[config.mk]
export PLATFORM = sky130hd
export DESIGN_NAME = result_drain
export DESIGN_NICKNAME = d
export VERILOG_FILES = /design/src/rtl/systolic_pkg.sv /design/src/rtl/result_drain.sv
export SDC_FILE = /design/constraint.sdc
export NUM_CORES = 1
export LEC_CHECK = 0
export BUFFER_PORTS_ARGS = -buffer_cell sky130_fd_sc_hd__buf_2
export CAP_MARGIN = 25
export CORE_MARGIN = 2
export CORE_UTILIZATION = 24
export CTS_CLUSTER_DIAMETER = 30
export CTS_CLUSTER_SIZE = 10
export DETAILED_ROUTE_END_ITERATION = 8
export MAX_ROUTING_LAYER = met4
export PLACE_DENSITY = 0.52
export SKIP_CTS_REPAIR_TIMING = 1
export SLEW_MARGIN = 25
export SYNTH_ARGS = -nofsm -noshare
export SYNTH_HDL_FRONTEND = slang
export SYNTH_SLANG_ARGS = --single-unit
export TNS_END_PERCENT = 50
[constraint.sdc]
create_clock -name clk -period 8.2 [get_ports clk]
set_input_delay 0.41 -clock clk [delete_from_list [all_inputs] [get_ports clk]]
set_output_delay 0.41 -clock clk [all_outputs]
set_load 0.1 [all_outputs]
[src/rtl/systolic_pkg.sv]
// Shared definitions for the systolic array datapath blocks.
package systolic_pkg;

    localparam int DEFAULT_DATA_W = 32;
    localparam int DEFAULT_N_RES  = 8;

    typedef enum logic {
        IDLE  = 1'b0,
        DRAIN = 1'b1
    } drain_state_t;

endpackage

[src/rtl/result_drain.sv]
// Captures a full row of accumulator results on en_y and streams them out
// one word at a time over a valid/ready interface. A new row may be chained
// in on the final handshake without a bubble; any other en_y while draining
// is dropped and recorded in the sticky overrun flag.
module result_drain
    import systolic_pkg::*;
#(
    parameter int DATA_W = DEFAULT_DATA_W,
    parameter int N_RES  = DEFAULT_N_RES
) (
    input  logic                    clk,
    input  logic                    reset,
    input  logic                    en_y,
    input  logic [N_RES*DATA_W-1:0] acc_in,
    output logic [DATA_W-1:0]       y_data,
    output logic                    y_valid,
    input  logic                    y_ready,
    output logic                    y_last,
    output logic                    busy,
    output logic                    overrun,
    input  logic                    clr_overrun
);

    localparam int IDX_W = $clog2(N_RES);
    localparam logic [IDX_W-1:0] LAST_IDX = IDX_W'(N_RES - 1);

    drain_state_t      state;
    drain_state_t      state_next;
    logic [IDX_W-1:0]  idx;
    logic [DATA_W-1:0] res_buf [N_RES];

    logic in_drain;
    logic handshake;
    logic at_last;
    logic capture;
    logic overrun_set;

    assign in_drain    = (state == DRAIN);
    assign handshake   = in_drain && y_ready;
    assign at_last     = (idx == LAST_IDX);
    assign capture     = ((state == IDLE) && en_y) || (handshake && at_last && en_y);
    assign overrun_set = in_drain && en_y && !(handshake && at_last);

    assign y_valid = in_drain;
    assign y_data  = in_drain ? res_buf[idx] : '0;
    assign y_last  = in_drain && at_last;
    assign busy    = in_drain;

    // State register; reset abandons any drain in progress.
    always_ff @(posedge clk or posedge reset) begin
        if (reset) begin
            state <= IDLE;
        end else begin
            state <= state_next;
        end
    end

    // Next-state: leave DRAIN only on the final handshake with no chained capture.
    always_comb begin
        state_next = state;
        case (state)
            IDLE: begin
                if (en_y) begin
                    state_next = DRAIN;
                end
            end
            DRAIN: begin
                if (handshake && at_last && !en_y) begin
                    state_next = IDLE;
                end
            end
            default: state_next = IDLE;
        endcase
    end

    // Word index: restarts on capture, otherwise advances only on a handshake.
    always_ff @(posedge clk or posedge reset) begin
        if (reset) begin
            idx <= '0;
        end else if (capture) begin
            idx <= '0;
        end else if (handshake) begin
            idx <= at_last ? '0 : idx + IDX_W'(1);
        end
    end

    // Result buffer: loaded only on an accepted capture, never by a dropped en_y.
    always_ff @(posedge clk or posedge reset) begin
        if (reset) begin
            for (int i = 0; i < N_RES; i++) begin
                res_buf[i] <= '0;
            end
        end else if (capture) begin
            for (int i = 0; i < N_RES; i++) begin
                res_buf[i] <= acc_in[i*DATA_W +: DATA_W];
            end
        end
    end

    // Sticky overrun flag; a new drop wins over a simultaneous clear.
    always_ff @(posedge clk or posedge reset) begin
        if (reset) begin
            overrun <= 1'b0;
        end else if (overrun_set) begin
            overrun <= 1'b1;
        end else if (clr_overrun) begin
            overrun <= 1'b0;
        end
    end

endmodule

==> results of run 1 <==
-- cell families after synthesis --
kind of cell / Yosys count / synth area share [%]
multiplexers: 354 / 39.5
adder cells (fa/ha/maj): 2 / 0.191
flip-flops: 261 / 50.0
buffers and inverters: 93 / 6.28
AO/OA/AOI/OAI: 68 / 3.66
AND/OR/NAND/NOR: 10 / 0.373
-- cells in the mapped netlist --
cell	instances
sky130_fd_sc_hd__mux2i_1	33
sky130_fd_sc_hd__or2_2	1
sky130_fd_sc_hd__dfrtp_1	261
sky130_fd_sc_hd__buf_12	22
sky130_fd_sc_hd__nand2b_1	1
sky130_fd_sc_hd__buf_4	10
sky130_fd_sc_hd__clkbuf_1	11
sky130_fd_sc_hd__nand2_1	3
sky130_fd_sc_hd__a21boi_4	1
sky130_fd_sc_hd__inv_1	34
sky130_fd_sc_hd__a221oi_1	32
sky130_fd_sc_hd__a22o_1	1
sky130_fd_sc_hd__o21ai_0	33
sky130_fd_sc_hd__nand3_1	1
sky130_fd_sc_hd__and2_1	1
sky130_fd_sc_hd__mux2_4	229
sky130_fd_sc_hd__a21oi_1	1
sky130_fd_sc_hd__ha_1	2
sky130_fd_sc_hd__mux4_2	32
sky130_fd_sc_hd__mux2_2	60
sky130_fd_sc_hd__nor2_1	2
sky130_fd_sc_hd__nor2b_1	1
sky130_fd_sc_hd__buf_2	7
sky130_fd_sc_hd__buf_6	9
-- final cells by class --
type | count | area (µm²)
fillers | 5331 | 36100
flip-flops and latches | 261 | 6540
inverters | 34 | 135
well taps | 696 | 871
clock buffers | 96 | 2100
diodes | 17 | 42.5
multi-input cells | 434 | 5730
clock inverters | 44 | 632
repair buffers | 310 | 1670
-- worst register-to-register path: stages, from the launching register on --
cell	delay, ps
sky130_fd_sc_hd__dfrtp_2	640
sky130_fd_sc_hd__buf_4	450
sky130_fd_sc_hd__ha_1	230
sky130_fd_sc_hd__ha_1	240
sky130_fd_sc_hd__a21boi_4	90
sky130_fd_sc_hd__nor2b_4	230
sky130_fd_sc_hd__buf_12	310
sky130_fd_sc_hd__buf_16	540
sky130_fd_sc_hd__mux2_2	530
-- stage by stage --
| step | hold slack, ps | setup slack, ps | utilization [%] | instance area (µm²) | total power, mW |
|---|---|---|---|---|---|
| floorplan | 475 | 606 | - | 13100 | 5.13 |
| global placement | 487 | 4580 | 27.6 | 14800 | 5.87 |
| detailed placement | 490 | 4570 | 27.7 | 14900 | 5.90 |
| CTS | -52.9 | 3920 | 32.8 | 17600 | 9.09 |
| global route | 1.23 | 3830 | 32.9 | 17700 | 9.39 |
| finish | 7.00 | 4070 | 32.9 | 17700 | 8.98 |
-- sequential cells by signal, indices dropped and copies added (netlist names) --
register	count
busy	1
idx	3
overrun	1
res_buf	256
-- worst max-delay path by stage --
stage / from / to / slack, ps / cells after the start
final: idx[2]$_DFFE_PP0P_ / y_data[2] / 4070 / 5
after global routing: idx[2]$_DFFE_PP0P_ / y_data[2] / 3830 / 5
after detailed placement: idx[2]$_DFFE_PP0P_ / y_data[1] / 4570 / 5
after global placement: idx[2]$_DFFE_PP0P_ / y_data[1] / 4580 / 5
after CTS: idx[2]$_DFFE_PP0P_ / y_data[1] / 3920 / 5
after floorplan: reset / busy$_DFF_PP0_ / 610 / 1
-- power by group --
part           leakage [nW]  internal [mW]  switching (mW)
combinational          3.70           1.48            2.00
clock                  1.34           2.21           0.894
sequential             3.18           1.92           0.467
-- routing by layer --
metal,track usage (%),vias to the layer above
li1,-,3601
met1,19.1,4067
met2,18.9,249
met3,4.46,70
met4,6.06,0
met5,-,-
==> results.sh, run 1 <==
export IMPL_status="finished, final reports clean"
export IMPL_layout_nets=1380
export IMPL_reported_max_cap_violation_count=0
export IMPL_power_density_cell_area_nw_per_um2=507
export IMPL_setup_repair_after_global_routing_missed_its_margin="no"
export IMPL_hold_path_depth=2
export IMPL_die_area_um2=56300
export IMPL_postRouteAntennaNets=0
export IMPL_setup_tns_final_ps=0
export IMPL_ys_seq_area_share_pct=50.0
export IMPL_grt_total_usage_pct=14.0
export IMPL_boundaryPins=297
export IMPL_count_of_routing_violations_after_the_opening_detailed_route_iteration=329
export IMPL_fp_dieW_um=237
export IMPL_type_of_element_capturing_the_critical_path="primary output"
export IMPL_synthesis_area_um2=13100
export IMPL_cts_tree="yes"
export IMPL_synth_warning_count=0
export IMPL_routed_top_layer="met4"
export IMPL_worstHoldPathType="in -> reg"
export IMPL_route_met2_wl_um=16600
export IMPL_stdcell_count=1892
export IMPL_netlist_instances=788
export IMPL_grt_max_degree=135
export IMPL_report_final_hold_viol_count=0
export IMPL_postSynthNetCount=1051
export IMPL_crit_reg2reg_launch="idx[1]$_DFFE_PP0P_"
export IMPL_drc=0
export IMPL_criticalPathCategory="reg -> out"
export IMPL_p_leak_nw=8.22
export IMPL_timing_hold_worst_endpoint="overrun$_DFFE_PP0P_"
export IMPL_clock_tree_root_cell="sky130_fd_sc_hd__clkbuf_16"
export IMPL_wl_met3_um=2740
export IMPL_firstDrtPassIters=4
export IMPL_synthDominantCellAreaShare_pct=50.0
export IMPL_initial_core_util_pct=24.3
export IMPL_ys_seq_elements=261
export IMPL_synth_lib_cells_used_distinct=24
export IMPL_htree_num_levels=3
export IMPL_number_of_cell_instances_on_the_worst_register_to_register_path=8
export IMPL_num_rows=85
export IMPL_grt_first_pass_wirelength_um=56600
export IMPL_final_layout_size_suffix_gt1_share_pct=65.4
export IMPL_dp_hpwl_um=26200
export IMPL_maxSlewViolCount=0
export IMPL_fmax_mhz=242
export IMPL_timing_worst_slew_pin_value_ps=951
export IMPL_finalSetupViolations=0
export IMPL_final_cell_mix="296 x sky130_fd_sc_hd__buf_2, 257 x sky130_fd_sc_hd__dfrtp_1, 229 x sky130_fd_sc_hd__mux2_4"
export IMPL_finalWeightedCongestion=0.824
export IMPL_skew_ps=12.5
export IMPL_r2r_end="res_buf[88]$_DFFE_PP0P_"
export IMPL_cts_clk_slew_worst_paths_ps=40
export IMPL_max_clock_path_buffers=3
export IMPL_worst_ep_required_time_ps=7790
export IMPL_critPathArrivalTime_ps=3720
export IMPL_avgViaCountPerCell=4.22
export IMPL_r2r_setup_slack_ps=4800
export IMPL_timing_critical_path_slowest_stage_cell="sky130_fd_sc_hd__dfrtp_4"
export IMPL_post_drt_wl_per_cell_um=20.2
export IMPL_layout_area_overhead_vs_synth_pct=35.6
export IMPL_synth_top_cell_by_area="sky130_fd_sc_hd__dfrtp_1"
export IMPL_timing_critical_path_cells="buf_4 > mux4_2 > inv_1 > a221oi_1 > buf_2"
export IMPL_hold_path_startpoint="clr_overrun"
export IMPL_final_common_cell="sky130_fd_sc_hd__buf_2"
export IMPL_gate_family_responsible_for_the_most_delay_along_the_worst_path="buffers and inverters"
export IMPL_post_place_cells=1733
export IMPL_routed_via_count=7987
export IMPL_critPathMaxStageDelay_ps=1020
export IMPL_initial_antenna_violation_count=20
export IMPL_final_min_period_over_clock_period_pct=50.4
export IMPL_synth_area_top_cells="sky130_fd_sc_hd__dfrtp_1 50%, sky130_fd_sc_hd__mux2_4 26%, sky130_fd_sc_hd__mux4_2 5.5%"
export IMPL_min_period_ps=4130
export IMPL_number_of_buffers_and_inverters_on_the_critical_path=3
export IMPL_clock_sink_count=261
export IMPL_count_of_input_and_output_buffers=296
export IMPL_wirelength_um=38200
export IMPL_critical_path_start_type="flip-flop"
export IMPL_maximum_fanout_count_along_the_critical_path=52
export IMPL_core_area_um2=53800
export IMPL_grt_overflow_total=0
export IMPL_tritoncts_num_buffers=76
export IMPL_ir_worst_vdd_mv=0.208
export IMPL_floorplan_die_height_um=237
export IMPL_postSynthAreaPerCell_um2=16.6
export IMPL_grt_pass1_vias=8723
export IMPL_max_slew_headroom_pct=36.6
export IMPL_wl_met1_um=17900
export IMPL_worstSkewPairLatency_ps=590
Power figures use the tool's default switching activity.
==> run 2, diff against run 1 <==
--- a/config.mk
+++ b/config.mk
@@ -13,7 +13,7 @@
 export CTS_CLUSTER_SIZE = 10
 export DETAILED_ROUTE_END_ITERATION = 8
 export MAX_ROUTING_LAYER = met4
-export PLACE_DENSITY = 0.52
+export PLACE_DENSITY = 0.53
 export SKIP_CTS_REPAIR_TIMING = 1
 export SLEW_MARGIN = 25
 export SYNTH_ARGS = -nofsm -noshare
==> constraint.sdc (replaced) <==
create_clock -name clk -period 3.42 [get_ports clk]
set_input_delay 0.171 -clock clk [delete_from_list [all_inputs] [get_ports clk]]
set_output_delay 0.171 -clock clk [all_outputs]
set_load 0.1 [all_outputs]
==> results.sh, run 2 (synthesis gave the netlist of run 1 again) <==
export IMPL_initial_core_util_pct=24.3
export IMPL_post_place_ws_ps=858
export IMPL_largest_registers="res_buf x256, idx x3"
export IMPL_routed_top_layer="met4"
export IMPL_max_clock_path_buffers=3
export IMPL_post_place_cells=1737
export IMPL_finalWeightedCongestion=0.820
export IMPL_grt_total_usage_pct=14.0
export IMPL_worstHoldPathType="in -> async"
export IMPL_min_period_ps=3170
export IMPL_setup_repair_after_global_routing_missed_its_margin="no"
export IMPL_core_area_um2=53800
export IMPL_grt_first_pass_wirelength_um=56900
export IMPL_die_area_um2=56300
export IMPL_final_min_period_over_clock_period_pct=92.7
export IMPL_dp_hpwl_um=26000
export IMPL_worst_ep_required_time_ps=3250
export IMPL_timing_critical_path_slowest_stage_cell="sky130_fd_sc_hd__dfrtp_2"
export IMPL_worstSkewPairLatency_ps=590
export IMPL_critPathArrivalTime_ps=3000
export IMPL_reported_max_cap_violation_count=0
export IMPL_criticalPathCategory="reg -> out"
export IMPL_grt_pass1_vias=9002
export IMPL_clock_sink_count=261
export IMPL_tritoncts_num_buffers=84
export IMPL_grt_max_degree=124
export IMPL_fmax_mhz=315
export IMPL_maximum_fanout_count_along_the_critical_path=24
export IMPL_power_density_cell_area_nw_per_um2=1100
export IMPL_cts_tree="yes"
export IMPL_critPathMaxStageDelay_ps=620
export IMPL_gate_family_responsible_for_the_most_delay_along_the_worst_path="buffers and inverters"
export IMPL_report_final_hold_viol_count=0
export IMPL_drc=0
export IMPL_critical_path_start_type="flip-flop"
export IMPL_final_cell_mix="292 x sky130_fd_sc_hd__buf_2, 261 x sky130_fd_sc_hd__dlygate4sd3_1, 257 x sky130_fd_sc_hd__dfrtp_1"
export IMPL_floorplan_die_height_um=237
export IMPL_skew_ps=16.3
export IMPL_register_with_the_most_flip_flops="res_buf"
export IMPL_num_rows=85
export IMPL_number_of_buffers_and_inverters_on_the_critical_path=3
export IMPL_wl_met3_um=2170
export IMPL_wl_met1_um=19400
export IMPL_htree_num_levels=3
export IMPL_layout_area_overhead_vs_synth_pct=58.8
export IMPL_wirelength_um=40600
export IMPL_final_common_cell="sky130_fd_sc_hd__buf_2"
export IMPL_route_met2_wl_um=18100
export IMPL_max_slew_headroom_pct=39.2
export IMPL_finalSetupViolations=0
export IMPL_postLayoutCoreUtil_pct=38.6
export IMPL_postRouteAntennaNets=0
export IMPL_post_drt_wl_per_cell_um=18.9
export IMPL_maxSlewViolCount=0
export IMPL_timing_worst_slew_pin_value_ps=912
export IMPL_count_of_input_and_output_buffers=296
export IMPL_largest_register_ff_count=256
export IMPL_setup_tns_final_ps=0
export IMPL_final_layout_size_suffix_gt1_share_pct=53.9
export IMPL_p_leak_nw=9.52
export IMPL_setup_slack_ps=250
export IMPL_grt_overflow_total=0
export IMPL_layout_nets=1651
export IMPL_type_of_element_capturing_the_critical_path="primary output"
export IMPL_stdcell_count=2155
export IMPL_cts_clk_slew_worst_paths_ps=40
export IMPL_clock_tree_root_cell="sky130_fd_sc_hd__clkbuf_16"
export IMPL_firstDrtPassIters=5
export IMPL_boundaryPins=297
export IMPL_status="finished, final reports clean"
export IMPL_fp_dieW_um=237
export IMPL_routed_via_count=9049
export IMPL_timing_critical_path_cells="buf_4 > mux4_2 > inv_1 > a221oi_1 > buf_2"
export IMPL_avgViaCountPerCell=4.20
export IMPL_initial_antenna_violation_count=3
export IMPL_ir_worst_vdd_mv=0.566
export IMPL_count_of_routing_violations_after_the_opening_detailed_route_iteration=553
==> run 2: cell count changes in the layout (fill, tap and decap cells not counted), moves of 3 or more <==
| cell | previous run | this run |
|---|---|---|
| sky130_fd_sc_hd__buf_2 | 296 | 292 |
| sky130_fd_sc_hd__buf_16 | 3 | 0 |
| sky130_fd_sc_hd__buf_12 | 1 | 13 |
| sky130_fd_sc_hd__clkbuf_16 | 76 | 86 |
| sky130_fd_sc_hd__clkinvlp_4 | 5 | 2 |
| sky130_fd_sc_hd__dlygate4sd3_1 | 1 | 261 |
| sky130_fd_sc_hd__diode_2 | 17 | 2 |
| sky130_fd_sc_hd__clkbuf_8 | 12 | 16 |
| sky130_fd_sc_hd__clkbuf_1 | 8 | 13 |
==> run 2: area by class of cell <==
cell class | instances | area, µm²
diodes | 2 | 5.00
clock buffers | 115 | 2420
clock inverters | 40 | 654
fillers | 5003 | 33100
inverters | 34 | 131
multi-input cells | 434 | 5740
flip-flops and latches | 261 | 6540
well taps | 696 | 871
repair buffers | 573 | 4390
==> run 2: power by group <==
part / switching (mW) / total (mW) / internal (mW)
logic: 5.15 / 9.07 / 3.92
registers: 0.935 / 5.55 / 4.62
clock network: 2.24 / 8.27 / 6.03
total: 8.33 / 22.9 / 14.6
==> run 2: metal layers <==
layer  global-route usage, %  vias to the layer above
met5                       -                        -
met4                    6.38                        0
met3                    4.39                       68
met2                    18.5                      288
met1                    19.3                     4565
li1                        -                     4128
==> run 2: path summary, 6_finish.rpt <==
check | from | end | slack [ps] | cells after the start
min | reset | res_buf[249]$_DFFE_PP0P_ | 60 | 3
max in group asynchronous | reset | idx[2]$_DFFE_PP0P_ | 2400 | 4
max | idx[1]$_DFFE_PP0P_ | y_data[13] | 250 | 5
max reg2reg | idx[1]$_DFFE_PP0P_ | res_buf[86]$_DFFE_PP0P_ | 880 | 6
min reg2reg | res_buf[61]$_DFFE_PP0P_ | res_buf[61]$_DFFE_PP0P_ | 500 | 1
min in group clk | acc_in[29] | res_buf[253]$_DFFE_PP0P_ | 330 | 3
==> run 2: through the flow <==
step	instance area [µm²]	hold WS [ps]	total power, mW
after floorplan	13100	280	12.3
after global placement	15100	99.0	14.3
after detailed placement	15100	99.9	14.4
after CTS	18100	-552	22.8
after global routing	20700	38.3	23.9
final	20700	64.6	22.9
==> run 2: worst register-to-register path, stage by stage, from the launching register on <==
cell,delay [ps]
sky130_fd_sc_hd__dfrtp_2,620
sky130_fd_sc_hd__ha_1,230
sky130_fd_sc_hd__ha_1,220
sky130_fd_sc_hd__a21boi_4,90
sky130_fd_sc_hd__nor2b_4,280
sky130_fd_sc_hd__buf_12,460
sky130_fd_sc_hd__mux2_2,510
